[config.mk]
export PLATFORM = sky130hd
export DESIGN_NAME = dump_ctrl
export DESIGN_NICKNAME = d
export VERILOG_FILES = /design/src/rtl/dump_ctrl.sv
export SDC_FILE = /design/constraint.sdc
export NUM_CORES = 1
export LEC_CHECK = 0
export BUFFER_PORTS_ARGS = -buffer_cell sky130_fd_sc_hd__buf_2
export CAP_MARGIN = 20
export CORE_MARGIN = 5
export CORE_UTILIZATION = 40
export CTS_BUF_LIST = sky130_fd_sc_hd__clkbuf_8
export CTS_CLUSTER_SIZE = 10
export DETAILED_ROUTE_END_ITERATION = 6
export GPL_ROUTABILITY_DRIVEN = 0
export HOLD_SLACK_MARGIN = 0.05
export SYNTH_ARGS = -nofsm -noshare
export SYNTH_HDL_FRONTEND = slang
export SYNTH_SLANG_ARGS = --single-unit
[constraint.sdc]
create_clock -name clk -period 2.5 [get_ports clk]
set_input_delay 0.25 -clock clk [delete_from_list [all_inputs] [get_ports clk]]
set_output_delay 0.25 -clock clk [all_outputs]
set_load 0.03 [all_outputs]
[src/rtl/dump_ctrl.sv]
// Trace dump controller: walks all 512 capture-RAM entries from oldest to newest
// and hands each byte to a transmitter, one byte per tx_done handshake.
module dump_ctrl (
   input  logic       clk,
   input  logic       rst,
   input  logic       start_dump,
   input  logic [8:0] trace_end,
   input  logic [7:0] ram_rdata,
   input  logic       tx_done,
   output logic       ram_en,
   output logic [8:0] ram_addr,
   output logic [7:0] dump_data,
   output logic       send_dump,
   output logic       dump_finished,
   output logic       clr_capture_done
);

   typedef enum logic [2:0] {
      IDLE,
      RD,
      LATCH,
      SEND,
      WAIT,
      FIN
   } state_e;

   state_e      state_q, state_d;
   logic [8:0]  addr_q, addr_d;
   logic [7:0]  data_q, data_d;
   logic [9:0]  cnt_q, cnt_d;

   always_ff @(posedge clk or posedge rst) begin
      if (rst) begin
         state_q <= IDLE;
         addr_q  <= '0;
         data_q  <= '0;
         cnt_q   <= '0;
      end else begin
         state_q <= state_d;
         addr_q  <= addr_d;
         data_q  <= data_d;
         cnt_q   <= cnt_d;
      end
   end

   // Loading the start address is the only place trace_end is used, so later
   // changes on it cannot disturb a dump that is already running.
   always_comb begin
      state_d          = state_q;
      addr_d           = addr_q;
      data_d           = data_q;
      cnt_d            = cnt_q;
      ram_en           = 1'b0;
      send_dump        = 1'b0;
      dump_finished    = 1'b0;
      clr_capture_done = 1'b0;
      unique case (state_q)
         IDLE: begin
            if (start_dump) begin
               addr_d  = trace_end + 9'd1;
               cnt_d   = '0;
               state_d = RD;
            end
         end
         RD: begin
            ram_en  = 1'b1;
            state_d = LATCH;
         end
         LATCH: begin
            data_d  = ram_rdata;
            state_d = SEND;
         end
         SEND: begin
            send_dump = 1'b1;
            state_d   = WAIT;
         end
         WAIT: begin
            if (tx_done) begin
               if (cnt_q == 10'd511) begin
                  state_d = FIN;
               end else begin
                  addr_d  = addr_q + 9'd1;
                  cnt_d   = cnt_q + 10'd1;
                  state_d = RD;
               end
            end
         end
         FIN: begin
            dump_finished    = 1'b1;
            clr_capture_done = 1'b1;
            state_d          = IDLE;
         end
         default: state_d = IDLE;
      endcase
   end

   assign ram_addr  = addr_q;
   assign dump_data = data_q;

endmodule

[Word-level counts from Yosys, hierarchy flattened]
Cells that the tools add are included.
Cells by class
  add/sub/neg operators: 3
  equal/unequal tests: 9
  muxes and demuxes: 15
  reductions and logical operators: 4
Operators with widths (number)
  $mux W10: 3
  $mux W9: 3
  $pmux W10 S2: 1
  $add A9 B1 Y9 const B: 2
  $pmux W9 S2: 1
  $pmux W3 S5: 1
  $add A10 B1 Y10 const B: 1
  $eq A10 B9 Y1 const B: 1
  $mux W3: 3
  $eq A3 B2 Y1 const B: 2
  $eq A3 B3 Y1 const B: 2
  $ne A2 B2 Y1 const B: 3
  $reduce_and A4 Y1: 1
  $eq A3 B1 Y1 const B: 1
  $logic_not A3 Y1: 1
  $mux W1: 3
  $reduce_and A2 Y1: 1
  $reduce_bool A2 Y1: 1
Storage, ports and cells
  bits in registers: 30
  input bits: 21
  output and inout port bits: 21
  word-level logic and storage cells: 35

[Longest topological paths before layout]
Gate-level depths: netlist of run 1.
  depth in word-level cells: 4
  depth in mapped cells: 13
  gate-level depth less buffers: 10

[Worst setup path after synthesis of run 1]
OpenSTA, ideal clock, no wires.
  path type: flip-flop to flip-flop
  start point: register state_q[0]
  end point: register addr_q[8] (netlist: ram_addr[8])
  setup time: 0.123 ns
  data arrival time: 2.239 ns
  data required time: 2.377 ns
  path slack: 0.138 ns
  cell stages (with the launch flop): 12
  buffers on the path: 2
  period minus slack after synthesis: 2.362 ns
  path through: dfrtp_1 > buf_12 > nor3b_1 > buf_2 > nand2_1 > nand2_1 > ha_1 > and4_1 > and4_1 > nand3_1 > a21oi_1 > nor3_1
Between the ends
  cells in the longest elaborated chain, start to end: 3
  elaborated cells on any way between the ends: 8
  those cells by class: eq/ne: 4; mux: 1; reduce/logical: 3
RTL lines
  start: declaration: RTL line 27  | state_e state_q, state_d;
  start signal: assignment: RTL line 39  | state_q <= state_d;
  $eq A3 B3 Y1 / $logic_not A3 Y1 (equally long branches): RTL line 57  | unique case (state_q)
  $ne A2 B2 Y1 (no source line) / $reduce_bool A2 Y1 (equally long branches)
  $reduce_and A4 Y1 (no source line)
  end signal: assignment: RTL line 40  | addr_q <= addr_d;
  end: declaration: RTL line 28  | logic [8:0] addr_q, addr_d;
Parallel ways exist; a longest one is shown, timed or not.
A chain may end at the register's enable or synchronous reset.

[Worst setup path after layout of run 1]
  start point: register state_q[2]
  end point: register addr_q[8] (netlist: ram_addr[8])
The elaborated chain is that of the path after synthesis.

==> impl_metrics.csv, run 1 <==
group,metric,value,unit
global_routing,met2_usage,19.6,%
die,design.core.area,0.00432,sq mm
die,std_cell_rows,24,
logic_synthesis,synth_adder_area_share,1.41,%
logic_synthesis,synth_compound_area_share,15.1,%
route,drt_first_pass_iters,4,
sta,slew_headroom,55.8,%
logic_synthesis,synth_seq_cells,30,
finish,layout_commonest_cell,"buf_2",
sta,finalCriticalPeriod,2230,ps
sta,skew,4.89,ps
route,dr_total_vias,1551,
setup_path,r2r_cells,10,
route,wl_per_cell,14.7,um
sta,period_share,89.4,%
setup_path,r2r-start,"state_q[2]",
placement,io_buffers,41,
logic_synthesis,synth-xor-area-share,2.97,%
sta,tightest_slew,660,ps
power,p_sw,1.17,mW
global_routing,grt_usage,14.4,%
logic_synthesis,synthArstFlopShare,100,%
clock_tree,cts-root-buf,"clkbuf_8",
route,drt_iter0_markers,136,
die,die_area,0.00586,sq mm
clock_tree,clk_pin_slew,60,ps
clock_tree,cts_tree,"done",
finish,syn2layout_area_growth,18.9,%
setup_path,crit_fanout,8,
logic_synthesis,muxShareOfSynthArea,5.65,%
power,powerDensity,1250,mW/mm^2
sta,totalNegativeSetupSlack,0,ps
outcome,run_status,"finished, final reports clean",
placement,dp_hpwl,2.98,mm
setup_path,worstPathRequired,2690,ps
global_routing,grtUsageMet3,4.26,%
power,ir_drop,0.000723,V
logic_synthesis,ys_types,47,
global_routing,grt_pass1_vias,1456,
logic_synthesis,syn-cell-area,0.00177,sq mm
finish,diodes,0,
min_path,hold_path_depth,2,
power,comb_power_share,45.6,%
job,max_cap_violations,0,
logic_synthesis,syn_inst,186,
global_routing,grt_antenna_before_repair,0,
logic_synthesis,syn_nets,209,
route,drc,0,
finish,fin_nets,253,
finish,final_cell_mix,"buf_2 (41), nand2_1 (34), dfrtp_1 (29)",
global_routing,use_met1,21.8,%
setup_path,endpoint_kind,"register",
logic_synthesis,synth_top_family_by_area,"simple AND/OR/NAND/NOR gates",
logic_synthesis,yosys.area_share.simple,26.1,%
die,die_h,76.5,um
global_routing,grt_overflow,0,
sta,rsz0062_at_grt,"false",
power,p_int,1.45,mW
logic_synthesis,synth_edf_count,0,
logic_synthesis,synth_area_per_cell,9.52,sq um
sta,max_freq,0.447,GHz
sta,finalHoldViolCount,0,
logic_synthesis,yosysWarnings,0,
sta,slew_violations,0,
die,dieWidth,76.5,um
setup_path,worstPathArrival,2430,ps
min_path,min_from,"ram_rdata[3]",
logic_synthesis,yosysSeqAreaShare,42.4,%
setup_path,critPathLaunchType,"register",
route,viasPerCell,5.50,
clock_tree,clkSinkCount,30,
clock_tree,cts_setup_buffers,0,
power,power_frac_seq,35.5,%
global_routing,grt_max_degree,31,
power,p_leak,0.926,nW
route,wl,4.14,mm
setup_path,startpoint,"state_q[2]",
clock_tree,numCtsBuffers,5,
route,ant_nets,0,
power,clockPowerShare,18.8,%
clock_tree,max-clock-path-buffers,2,
setup_path,setup.worst_path.class,"register to register",
finish,drive_gt1_share,31.7,%
global_routing,grt_pass1_wl,7.04,mm
sta,setup_viol,0,
clock_tree,clock_latency,280,ps
die,pin_count,42,
logic_synthesis,synthFlopType,"dfrtp_1",
die,initial_utilization,40.9,%
min_path,hold_class,"input port to register",
global_routing,busiest_layer,"met1",
clock_tree,ctsHtreeMaxLevel,2,
power,p_total,2.62,mW
power,switching_share,44.6,%
what timing repair did:
| item | 4_1_cts | 5_1_grt |
|---|---|---|
| hold buffers | 1 | 0 |
| endpoints found under the setup margin | 0 | 1 |
| hold endpoints to repair | 25 | 0 |
| resized for setup | 0 | 1 |
cell usage after synthesis (2+ instances only):
library cell | instances | share of area [%]
nand2_1 | 34 | 7.2
dfrtp_1 | 30 | 42
a21oi_1 | 11 | 3.1
nand3_1 | 11 | 3.1
o21ai_0 | 10 | 2.8
mux2_2 | 8 | 5.1
nor3_1 | 6 | 1.7
and3_1 | 5 | 1.8
nor3b_1 | 5 | 2.1
o211ai_1 | 5 | 2.1
o22ai_1 | 5 | 1.8
buf_6 | 4 | 2.5
nor2_1 | 4 | 0.85
and4_1 | 3 | 1.5
buf_4 | 3 | 1.3
inv_1 | 3 | 0.64
xnor2_1 | 3 | 1.5
xor2_1 | 3 | 1.5
ha_1 | 2 | 1.4
nand4_1 | 2 | 0.71
or2_2 | 2 | 0.71
or3_4 | 2 | 1.3
layer usage:
metal  wire [um]  share of wire [%]
met1        2020                 49
met2        1760                 43
met3         287                6.9
met4          63                1.5
met5           0                  0
sequential cells by signal, summed over array words and instances, names as in the netlist:
register   count
dump_data      8
cnt_q         10
state_q        3
ram_addr       9
final timing paths:
check	end	slack, ps
worst max-delay path	ram_addr[8]	270
worst min-delay path	dump_data[3]	200
worst max register to register	ram_addr[8]	270
worst min register to register	dump_data[3]	500
max in group asynchronous	state_q[2]	1590
min in group asynchronous	dump_data[0]	610
critical path, cell delays in order, from the launching register on:
cell and delay, ps:
dfrtp_2 470, inv_4 80, or3_4 400, nand2_1 70, nand2_1 70, ha_1 270
and4_1 250, and4_1 210, nand3_1 80, a21oi_1 60, nor3_1 200
cell type report:
type	instances	area, sq um
fillers	420	2220
multi-input cells	142	906
flip-flops and latches	30	752
repair buffers	47	253
clock buffers	6	82.6
well taps	52	65.1
clock inverters	1	30.0
inverters	4	17.5
power by group through the flow:
stage	Combinational (mW)	Sequential, mW	Clock, mW
floorplan	0.741	1.12	0
global placement	1.20	0.931	0
detailed placement	1.21	0.936	0
CTS	1.21	0.930	0.509
global route	1.30	0.979	0.532
finish	1.20	0.933	0.495
through the flow:
stage | std cells | hold WS, ps | setup WS (ps) | cell area (sq um) | util, %
floorplan | 186 | 341 | 138 | 1770 | -
global placement | 274 | 347 | 247 | 1980 | 45.8
detailed placement | 274 | 348 | 199 | 1980 | 45.8
CTS | 282 | 194 | 174 | 2100 | 48.7
global route | 282 | 195 | 102 | 2110 | 48.7
finish | 282 | 203 | 265 | 2110 | 48.7
cells by family (layout without fill, tap and decap cells):
| group | after synthesis | count (layout) |
|---|---|---|
| AO/OA/AOI/OAI | 41 | 41 |
| adder cells (fa/ha/maj) | 2 | 2 |
| XOR/XNOR | 6 | 6 |
| flip-flops | 30 | 30 |
| AND/OR/NAND/NOR | 84 | 84 |
| buffers and inverters | 14 | 58 |
| multiplexers | 9 | 9 |
Note: power is estimated with default switching activity, not from simulation.
==> run 2: changes to the inputs <==
--- a/config.mk
+++ b/config.mk
@@ -5,6 +5,7 @@
 export SDC_FILE = /design/constraint.sdc
 export NUM_CORES = 1
 export LEC_CHECK = 0
+export ABC_AREA = 1
 export BUFFER_PORTS_ARGS = -buffer_cell sky130_fd_sc_hd__buf_2
 export CAP_MARGIN = 20
 export CORE_MARGIN = 5
@@ -14,6 +15,7 @@
 export DETAILED_ROUTE_END_ITERATION = 6
 export GPL_ROUTABILITY_DRIVEN = 0
 export HOLD_SLACK_MARGIN = 0.05
+export PLACE_DENSITY = 0.65
 export SYNTH_ARGS = -nofsm -noshare
 export SYNTH_HDL_FRONTEND = slang
 export SYNTH_SLANG_ARGS = --single-unit
==> run 2 against run 1 <==
Net effect: non-clock buffer count decreased by 2; via count decreased by 6.3%; critical path depth decreased by 1; sequential power decreased by 17%; clock power increased by 24%; wire length decreased by 16%; highest routed layer unchanged; global-route usage increased by 0.54 points; power decreased by 3.0%; area after synthesis decreased by 4.7%; critical endpoint is now cnt_q[2]; synthesized cell count increased by 13%; worst setup slack improved by 440 ps.
==> impl_metrics.csv, run 2 <==
group,metric,value,unit
placement,io_buffers,41,
finish,drive_gt1_share,30.4,%
route,ant_nets,0,
setup_path,crit_buf_inv,1,
job,max_cap_violations,0,
logic_synthesis,synthFlopType,"dfrtp_1",
clock_tree,holdBufCountCts,1,
sta,setup_ws,706,ps
clock_tree,cts_tree,"done",
die,initial_utilization,41.6,%
clock_tree,cts-root-buf,"clkbuf_8",
power,ir_drop,0.000696,V
logic_synthesis,yosys.area_share.simple,33.1,%
setup_path,critPathLaunchType,"register",
clock_tree,numCtsBuffers,5,
route,drc,0,
logic_synthesis,synth_common_cells,"nand2_1 (73), dfrtp_1 (30), nand3_1 (20)",
die,die_area,0.00562,sq mm
sta,tightest_slew,382,ps
setup_path,max_stage_delay,460,ps
die,pin_count,42,
logic_synthesis,yosysTopAreaCellShare,44.5,%
global_routing,grt_pass1_wl,6.31,mm
logic_synthesis,syn_nets,233,
sta,slew_violations,0,
route,drt_first_pass_iters,4,
sta,period_share,71.8,%
sta,rsz0062_at_grt,"false",
logic_synthesis,synth_top_family_by_area,"simple AND/OR/NAND/NOR gates",
logic_synthesis,syn-cell-area,0.00169,sq mm
sta,finalHoldViolCount,0,
logic_synthesis,synth_area_per_cell,8.04,sq um
finish,largest_register_ffs,10,
die,design.core.area,0.00406,sq mm
route,wl_per_cell,11.4,um
clock_tree,cts_setup_buffers,0,
clock_tree,cts_resized,0,
clock_tree,clk_pin_slew,70,ps
power,p_leak,1.05,nW
global_routing,grt_antenna_before_repair,0,
power,powerDensity,1230,mW/mm^2
setup_path,endpoint_kind,"register",
die,std_cell_rows,23,
setup_path,crit_fanout,21,
sta,finalCriticalPeriod,1790,ps
logic_synthesis,synthArstFlopShare,100,%
logic_synthesis,synth_area_leaders,"dfrtp_1 (44%), nand2_1 (16%), nand3_1 (5.9%)",
logic_synthesis,yosysWarnings,0,
route,dr_total_vias,1454,
setup_path,crit_family,"simple AND/OR/NAND/NOR gates",
min_path,hold_class,"input port to register",
finish,final_cell_mix,"nand2_1 (73), buf_2 (41), dfrtp_1 (30)",
setup_path,r2r_cells,9,
setup_path,slowest_stage,"dfrtp_1",
setup_path,worstPathArrival,1970,ps
setup_path,setup.worst_path.class,"register to register",
logic_synthesis,synth_adder_area_share,1.48,%
finish,layout_commonest_cell,"nand2_1",
die,die_h,75.0,um
logic_synthesis,yosysSeqAreaShare,44.5,%
logic_synthesis,synth-xor-area-share,4.15,%
sta,skew,7.20,ps
placement,dp_hpwl,2.55,mm
sta,totalNegativeSetupSlack,0,ps
logic_synthesis,muxShareOfSynthArea,5.34,%
route,drt_iter0_markers,69,
placement,pre_cts_slack,676,ps
logic_synthesis,ys_types,21,
setup_path,worstPathCellList,"nor2_2 -> nand2_2 -> inv_1 -> nand2_2 -> o21ai_2 -> nor2_2 -> nand2_2 -> nand2_1 -> o21ai_0",
route,wl,3.49,mm
clock_tree,clock_latency,290,ps
clock_tree,clkSinkCount,30,
global_routing,grt_pass1_vias,1400,
finish,regMostFlops,"cnt_q",
outcome,run_status,"finished, final reports clean",
clock_tree,ctsHtreeMaxLevel,2,
setup_path,cp.depth,9,
logic_synthesis,syn_inst,210,
finish,fin_nets,279,
clock_tree,max-clock-path-buffers,2,
finish,syn2layout_area_growth,22.7,%
global_routing,grt_overflow,0,
logic_synthesis,synth_compound_area_share,4.52,%
sta,slew_headroom,74.5,%
global_routing,grt_usage,15.0,%
sta,setup_viol,0,
logic_synthesis,synth_edf_count,0,
logic_synthesis,synth_area_leader_cell,"dfrtp_1",
finish,n_fill_cell,395,
setup_path,crit_path_frequent_cell,"nand2_2",
setup_path,worstPathRequired,2670,ps
global_routing,grt_max_degree,31,
finish,diodes,0,
route,viasPerCell,4.74,
die,dieWidth,75.0,um
min_path,hold_path_depth,2,
logic_synthesis,synth_seq_cells,30,
logic_synthesis,yosysMostFrequentCell,"nand2_1",
sta,max_freq,0.557,GHz
run 2: changes by cell type in the layout (fill, tap and decap cells not counted), sizes merged, moves of 3 or more:
| cell | before | now |
|---|---|---|
| o211ai | 5 | 0 |
| nand3 | 11 | 21 |
| and3 | 5 | 0 |
| inv | 4 | 15 |
| and4 | 3 | 0 |
| a21oi | 11 | 0 |
| nor2 | 4 | 20 |
| nor3 | 7 | 3 |
| nor3b | 6 | 0 |
| or3 | 3 | 0 |
| nand2 | 34 | 81 |
| o22ai | 5 | 0 |
run 2: area by class of cell:
class	instances	area, sq um	area share [%]
multi-input combinational	159	821	39.6
sequential	30	751	36.3
timing repair buffer	45	238	11.5
clock buffer	6	82.6	3.99
tap	50	62.6	3.02
clock inverter	2	60.1	2.90
inverter	15	56.3	2.72
run 2: layer usage:
| layer | part of all wire, % | vias up | GRT usage, % | wire, um |
|---|---|---|---|---|
| li1 | - | 761 | - | - |
| met1 | 48 | 655 | 20.3 | 1690 |
| met5 | 0 | - | 0 | 0 |
| met3 | 6.8 | 6 | 6.28 | 237 |
| met2 | 43 | 32 | 21.2 | 1510 |
| met4 | 1.7 | 0 | 5.93 | 60 |
run 2: report_power, final:
group	internal (mW)	switching (mW)	leakage (nW)
Sequential	0.657	0.114	0.381
Combinational	0.366	0.796	0.599
Clock	0.425	0.188	0.0714
Total	1.45	1.10	1.05
run 2: worst reg2reg max path: stages, from the launching register on:
cell	delay, ps
dfrtp_1	460
nor2_2	70
nand2_2	200
inv_1	150
nand2_2	100
o21ai_2	70
nor2_2	150
nand2_2	270
nand2_1	130
o21ai_0	80
run 2: through the flow:
stage / hold slack (ps) / area [sq um] / util, % / total power, mW / instances
global placement: 349 / 1920 / 47.3 / 1.94 / 298
global route: 179 / 2070 / 51.0 / 2.73 / 307
finish: 184 / 2070 / 51.0 / 2.55 / 307
floorplan: 341 / 1690 / - / 1.69 / 210
CTS: 173 / 2070 / 51.0 / 2.58 / 307
detailed placement: 345 / 1920 / 47.3 / 1.95 / 298
run 2: worst paths after layout:
check | start | slack, ps | to
setup / recovery | state_q[1] | 710 | cnt_q[2]
hold / removal | ram_rdata[6] | 180 | dump_data[6]
setup reg to reg | state_q[1] | 710 | cnt_q[2]
hold reg to reg | dump_data[1] | 500 | dump_data[1]
max in group asynchronous | rst | 1660 | ram_addr[7]
min in group asynchronous | rst | 570 | cnt_q[9]
run 2: cells by family (layout without fill, tap and decap cells):
| kind of cell | after synthesis | after routing |
|---|---|---|
| AOI/OAI and AO/OA | 14 | 14 |
| xor gates and xnor gates | 8 | 8 |
| adders and majority gates | 2 | 2 |
| buffers and inverters | 21 | 68 |
| DFF | 30 | 30 |
| muxes | 8 | 8 |
| and+or+nand+nor | 127 | 127 |
